$ cat src/rtl/ioctl_dn_ctrl.sv
// ioctl_dn_ctrl
//
// Purpose: buffers bytes coming from an ioctl download master in a small
// FIFO and replays them as one-cycle writes to a target memory port. The
// target system is held in reset for the whole download. It stays in reset
// until the buffer has drained plus RESET_HOLD cycles.
//
// Ports:
//   clk_sys        in   system clock, rising edge
//   reset          in   synchronous, active-high reset
//   ioctl_download in   download in progress
//   ioctl_wr       in   one-cycle write strobe from the download master
//   ioctl_addr     in   [24:0] download byte address
//   ioctl_dout     in   [7:0]  download byte
//   ioctl_index    in   [7:0]  download target index
//   ioctl_wait     out  registered stall request to the download master
//   mem_busy       in   target port owned by another requester this cycle
//   dn_wr          out  registered one-cycle write strobe to the target
//   dn_addr        out  [ADDR_W-1:0] write address (valid with dn_wr)
//   dn_data        out  [7:0] write data (valid with dn_wr)
//   dn_index       out  [7:0] write index (valid with dn_wr)
//   sys_reset      out  registered system reset, low only in IDLE
//   err_range      out  sticky: an accepted write had an out-of-range address
//   err_ovf        out  sticky: an accepted write was dropped, buffer full
//   dbg_state      out  [1:0] current FSM state (IDLE=0 LOAD=1 DRAIN=2 HOLD=3)
//
// Flow control: a write is taken on a clock edge where ioctl_wr=1 and
// ioctl_download=1. The master has no per-write ready. ioctl_wait is advisory
// and rises once the buffer is one entry short of full. A write that arrives
// while the buffer is full, with no pop on the same edge, is dropped and
// flagged in err_ovf. On the target side, mem_busy=1 means no pop on that
// edge. Every popped entry appears on the dn_* outputs with dn_wr=1 for
// exactly one cycle.

module ioctl_dn_ctrl #(
  parameter int DEPTH      = 4,
  parameter int ADDR_W     = 14,
  parameter int RESET_HOLD = 16
) (
  input  logic              clk_sys,
  input  logic              reset,
  input  logic              ioctl_download,
  input  logic              ioctl_wr,
  input  logic [24:0]       ioctl_addr,
  input  logic [7:0]        ioctl_dout,
  input  logic [7:0]        ioctl_index,
  output logic              ioctl_wait,
  input  logic              mem_busy,
  output logic              dn_wr,
  output logic [ADDR_W-1:0] dn_addr,
  output logic [7:0]        dn_data,
  output logic [7:0]        dn_index,
  output logic              sys_reset,
  output logic              err_range,
  output logic              err_ovf,
  output logic [1:0]        dbg_state
);

  localparam int PTR_W   = $clog2(DEPTH) + 1;
  localparam int ENTRY_W = ADDR_W + 16;
  localparam logic [PTR_W-1:0] DEPTH_P = PTR_W'(DEPTH);
  localparam logic [7:0]       HOLD_P  = 8'(RESET_HOLD);

  typedef enum logic [1:0] {
    IDLE  = 2'd0,
    LOAD  = 2'd1,
    DRAIN = 2'd2,
    HOLD  = 2'd3
  } state_t;

  state_t state_q, state_next;
  logic [7:0] hold_cnt_q;

  // ---------------------------------------------------------------- FIFO
  logic [ENTRY_W-1:0] mem [DEPTH];
  logic [PTR_W-1:0]   wr_ptr_q, rd_ptr_q, count_q, count_next;
  logic wr_accept, addr_ok, push_try, push, pop, full, empty;
  logic range_hit, ovf_hit;

  assign wr_accept = ioctl_wr & ioctl_download;
  // Out of range when any address bit at or above ADDR_W is set.
  assign addr_ok   = (ioctl_addr >> ADDR_W) == 25'd0;
  assign full      = count_q == DEPTH_P;
  assign empty     = count_q == '0;
  assign pop       = ~empty & ~mem_busy;
  assign push_try  = wr_accept & addr_ok;
  // At full, a push still fits when an entry leaves on the same edge.
  assign push      = push_try & (~full | pop);
  assign range_hit = wr_accept & ~addr_ok;
  assign ovf_hit   = push_try & full & ~pop;
  assign count_next = count_q + PTR_W'(push) - PTR_W'(pop);

  // Storage has no reset; count_q alone decides which entries are valid.
  always_ff @(posedge clk_sys) begin
    if (push) begin
      mem[wr_ptr_q[PTR_W-2:0]] <= {ioctl_addr[ADDR_W-1:0], ioctl_dout, ioctl_index};
    end
  end

  always_ff @(posedge clk_sys) begin
    if (reset) begin
      wr_ptr_q   <= '0;
      rd_ptr_q   <= '0;
      count_q    <= '0;
      ioctl_wait <= 1'b0;
      dn_wr      <= 1'b0;
      dn_addr    <= '0;
      dn_data    <= '0;
      dn_index   <= '0;
    end else begin
      if (push) wr_ptr_q <= wr_ptr_q + PTR_W'(1);
      if (pop)  rd_ptr_q <= rd_ptr_q + PTR_W'(1);
      count_q    <= count_next;
      ioctl_wait <= count_next >= (DEPTH_P - PTR_W'(1));
      dn_wr      <= pop;
      if (pop) begin
        {dn_addr, dn_data, dn_index} <= mem[rd_ptr_q[PTR_W-2:0]];
      end
    end
  end

  // ------------------------------------------------------- state register
  logic sys_reset_d, err_clr;

  always_ff @(posedge clk_sys) begin
    if (reset) begin
      state_q    <= HOLD;
      hold_cnt_q <= '0;
      sys_reset  <= 1'b1;
      err_range  <= 1'b0;
      err_ovf    <= 1'b0;
    end else begin
      state_q <= state_next;
      // The counter only runs while HOLD persists. Any exit clears it, so
      // the next entry into HOLD starts from zero.
      if (state_q == HOLD && state_next == HOLD) hold_cnt_q <= hold_cnt_q + 8'd1;
      else                                       hold_cnt_q <= '0;
      sys_reset <= sys_reset_d;
      // A new error on the clearing edge still wins.
      err_range <= (err_range & ~err_clr) | range_hit;
      err_ovf   <= (err_ovf & ~err_clr) | ovf_hit;
    end
  end

  // ----------------------------------------------------------- next state
  always_comb begin
    state_next = state_q;
    case (state_q)
      IDLE:    if (ioctl_download) state_next = LOAD;
      LOAD:    if (!ioctl_download) state_next = DRAIN;
      DRAIN:   if (empty) state_next = HOLD;
      HOLD: begin
        if (ioctl_download)                   state_next = LOAD;
        else if (hold_cnt_q + 8'd1 == HOLD_P) state_next = IDLE;
      end
      default: state_next = HOLD;
    endcase
  end

  // --------------------------------------------------------------- outputs
  // sys_reset is registered from the next state, so it tracks state_q
  // exactly and has no combinational path to the outputs.
  always_comb begin
    sys_reset_d = 1'b1;
    err_clr     = 1'b0;
    if (state_next == IDLE)                   sys_reset_d = 1'b0;
    if (state_q == IDLE && state_next == LOAD) err_clr    = 1'b1;
  end

  assign dbg_state = state_q;

endmodule
$ cat config.mk
export PLATFORM = sky130hd
export DESIGN_NAME = ioctl_dn_ctrl
export DESIGN_NICKNAME = d
export VERILOG_FILES = /design/src/rtl/ioctl_dn_ctrl.sv
export SDC_FILE = /design/constraint.sdc
export NUM_CORES = 1
export LEC_CHECK = 0
export ABC_CLOCK_PERIOD_IN_PS = 3300
export BUFFER_PORTS_ARGS = -buffer_cell sky130_fd_sc_hd__buf_2
export CAP_MARGIN = 20
export CORE_ASPECT_RATIO = 0.5
export CORE_MARGIN = 3
export CORE_UTILIZATION = 59
export CTS_BUF_LIST = sky130_fd_sc_hd__clkbuf_4 sky130_fd_sc_hd__clkbuf_8
export DETAILED_ROUTE_END_ITERATION = 16
export PLACE_DENSITY = 0.79
export SKIP_CTS_REPAIR_TIMING = 1
export SYNTH_ARGS = -nofsm -noshare
export SYNTH_HDL_FRONTEND = slang
export SYNTH_SLANG_ARGS = --single-unit
$ cat constraint.sdc
create_clock -name clk_sys -period 3.3 [get_ports clk_sys]
set_input_delay 0.165 -clock clk_sys [delete_from_list [all_inputs] [get_ports clk_sys]]
set_output_delay 0.165 -clock clk_sys [all_outputs]
set_load 0.01 [all_outputs]
==> impl_metrics.tcl <==
set metrics [dict create \
    total_power_mw 5.00 \
    synth_edf_count 120 \
    p_sw_share_pct 27.8 \
    yosys.area.top_type_share_pct 55.8 \
    seqPwrFrac_pct 51.3 \
    dpl.hpwl_um 6880 \
    muxShareOfSynthArea_pct 10.5 \
    cts_tree "built" \
    syn_avg_cell_area_sq_um 15.6 \
    synth_compound_area_share_pct 4.01 \
    drt-pass1-iter-count 4 \
    die_area_sq_mm 0.0123 \
    stdcell_area_sq_mm 0.00770 \
    switchingPower_mw 1.39 \
    fp-row-count 26 \
    status "completed" \
    whs_path_depth 4 \
    final_core_util_pct 73.7 \
    start_util_pct 61.8 \
    vias_per_cell 5.53 \
    max_freq_mhz 410 \
    grt_most_used_layer "met2" \
    htreeDepth 4 \
    p_int_mw 3.61 \
    worst_slack_ps 861 \
    clock_latency_ps 440 \
    die_h_um 80.0 \
    finalMaxSlewViolations 0 \
    rsz0062_at_grt "false" \
    finalNetCount 582 \
    die_w_um 154 \
    cp.depth 11 \
    cts.root.buffer_cell "clkbuf_8" \
    placed_cells 619 \
    comb_power_share_pct 19.2 \
    critPathArrivalTime_ps 2780 \
    num_io_pins 83 \
    crit_path_max_incr_delay_ps 380 \
    grt_max_degree 48 \
    numCtsBuffers 17 \
    hold_ws_ps 92.9 \
    start_kind "register" \
    grt_pass1_vias 3638 \
    yosys.area_share.adder_pct 1.67 \
    place_ws_ps 409 \
    drc 0 \
    timing.setup.tns_ps 0 \
    use_met3_pct 6.66 \
    port_buffers 82 \
    power_density_mw_per_mm2 650 \
    post-route-min-period_ps 2440 \
    antenna_found_initial 0 \
    synth_cells 414 \
    drive_above_1_share_pct 29.4 \
    critPathMaxFanout 4 \
    finalSetupViolCount 0 \
    cp.buffers_inverters 2 \
    areaGrowthSynthToFinish_pct 19.3 \
    cp-end-kind "register" \
    synth_top_area_cell "edfxtp_1" \
    rr_worst_depth 11 \
    grt.overflow.total 0 \
    ys_seq_area_share_pct 71.9 \
    period_share_pct 73.9 \
    netlist_top_cells_area "edfxtp_1 (56%), dfxtp_1 (16%), mux4_2 (10%)" \
    grt_pass1_wl_um 18300 \
    ant_nets 0 \
    path_cells "nor3_1 > or2_1 > inv_2 > ha_1 > inv_1 > ha_1 > fa_1 > xnor2_1 > xnor2_1 > nor2_1 > a21o_1" \
    final-hold-violation-count 0 \
    synth.most_common_cell "edfxtp_1" \
    wl_per_cell_um 17.4 \
    synth-simple-area-share_pct 8.84 \
    critPathKind "register to register" \
    clock_sinks 172 \
    finClkSkew_ps 8.57 \
    cts.path.max_buffers 2 \
    hold_class "input port to register" \
    synth_nets 468 \
    synth.distinct_cells 38 \
    finalNonFillerCells 681 \
    p_leak_nw 2.70 \
    synth_warnings 0 \
    vias 3765 \
    synth_top_family_by_area "multiplexers" \
    ys_ff_latch 172 \
    gp_congestion 0.763 \
    clockPowerShare_pct 29.5 \
    netlist_area_sq_mm 0.00646 \
    crit_family "adder cells" \
    drt_wl_total_um 11800 \
    fp.coreArea_sq_mm 0.0104 \
    grt_use_met2_pct 33.0 \
    synth_top_cells_by_count "edfxtp_1 (120), nand2_1 (67), dfxtp_1 (52), a21oi_1 (35), mux4_2 (30)" \
    grt_usage_pct 19.9 \
    synth-main-ff-cell "edfxtp_1" \
    grt_use_met1_pct 25.2 \
    path_clk_slew_ps 90 \
    cp_slowest_cell "fa_1" \
    slew-limit-headroom_pct 35.5 \
    cap_violations 0 \
    worstPathRequired_ps 3640 \
    synth-xor-area-share_pct 1.22 \
    placed_cell_area_sq_mm 0.00700 \
    worst_pin_slew_ps 967 \
    ir_worst_vdd_uv 409 \
    first_iter_violations 214 \
    antennaDiodeCount 0 \
    async_flop_share_pct 0 \
]
cell usage in the layout, fill, tap and decap left out, types with 2 or more instances in the layout:
cell,synthesis,final
a21oi_1,35,35
a22oi_1,3,3
and2_1,2,2
and3_2,0,4
buf_2,1,82
buf_4,3,2
bufinv_16,0,2
clkbuf_8,0,17
clkinv_4,0,3
clkinvlp_4,0,2
dfxtp_1,52,50
dfxtp_2,0,2
dlygate4sd3_1,0,30
edfxtp_1,120,120
ha_1,7,7
inv_1,8,8
inv_6,0,5
mux4_2,30,30
nand2_1,67,67
nand3_1,7,7
nor2_1,21,21
nor2b_1,3,3
nor3_1,4,4
nor3b_1,2,2
nor4_1,2,2
o21ai_0,2,2
xnor2_1,7,7
xor2_1,2,2
routing by layer:
metal / share of wire (%) / vias up
met1: 44 / 1892
li1: - / 1767
met3: 4.7 / 9
met2: 50 / 97
met5: 0 / -
met4: 0.55 / 0
cells by family (layout without fill, tap and decap cells):
group | Yosys count | after routing
xor+xnor | 9 | 9
fa+ha+maj | 8 | 8
buf+inv | 29 | 156
mux | 30 | 30
flops | 172 | 172
simple gates | 122 | 122
compound gates | 44 | 44
registers in the layout (all words and copies together) (netlist names):
signal and flops:
dbg_state 2, err_ovf 1, count_q 3, hold_cnt_q 8, ioctl_wait 1, dn_addr 14
err_range 1, sys_reset 1, wr_ptr_q 2, dn_index 8, rd_ptr_q 2, dn_wr 1
dn_data 8, mem 120
tightest hold or removal path, delay by kind of cell:
kind | cells | cell delay, ps
xor gates and xnor gates | 1 | 130
and+or+nand+nor | 2 | 100
buffers and inverters | 1 | 110
power by group through the flow:
stage	Clock [mW]	Sequential (mW)	Combinational (mW)
final	1.48	2.57	0.963
after global routing	1.59	2.59	1.06
after CTS	1.50	2.57	0.947
after detailed placement	0	2.62	0.944
after global placement	0	2.62	0.924
after floorplan	0	2.58	0.680
final timing paths:
path / start / end / slack [ps]
worst max-delay path: count_q[2]$_SDFF_PP0_ / ioctl_wait$_SDFF_PP0_ / 860
worst min-delay path: mem_busy / rd_ptr_q[1]$_SDFFE_PP0N_ / 90
worst max register to register: count_q[2]$_SDFF_PP0_ / ioctl_wait$_SDFF_PP0_ / 860
worst min register to register: dn_addr[0]$_SDFFE_PP0N_ / dn_addr[0]$_SDFFE_PP0N_ / 450
cell type report:
type | count | area [sq um]
tap | 140 | 175
inverter | 9 | 33.8
sequential | 172 | 4650
fill | 681 | 2740
timing repair buffer | 115 | 746
clock buffer | 18 | 241
clock inverter | 14 | 161
multi-input combinational | 213 | 1700
No activity file was read; power rests on OpenSTA's default activity.
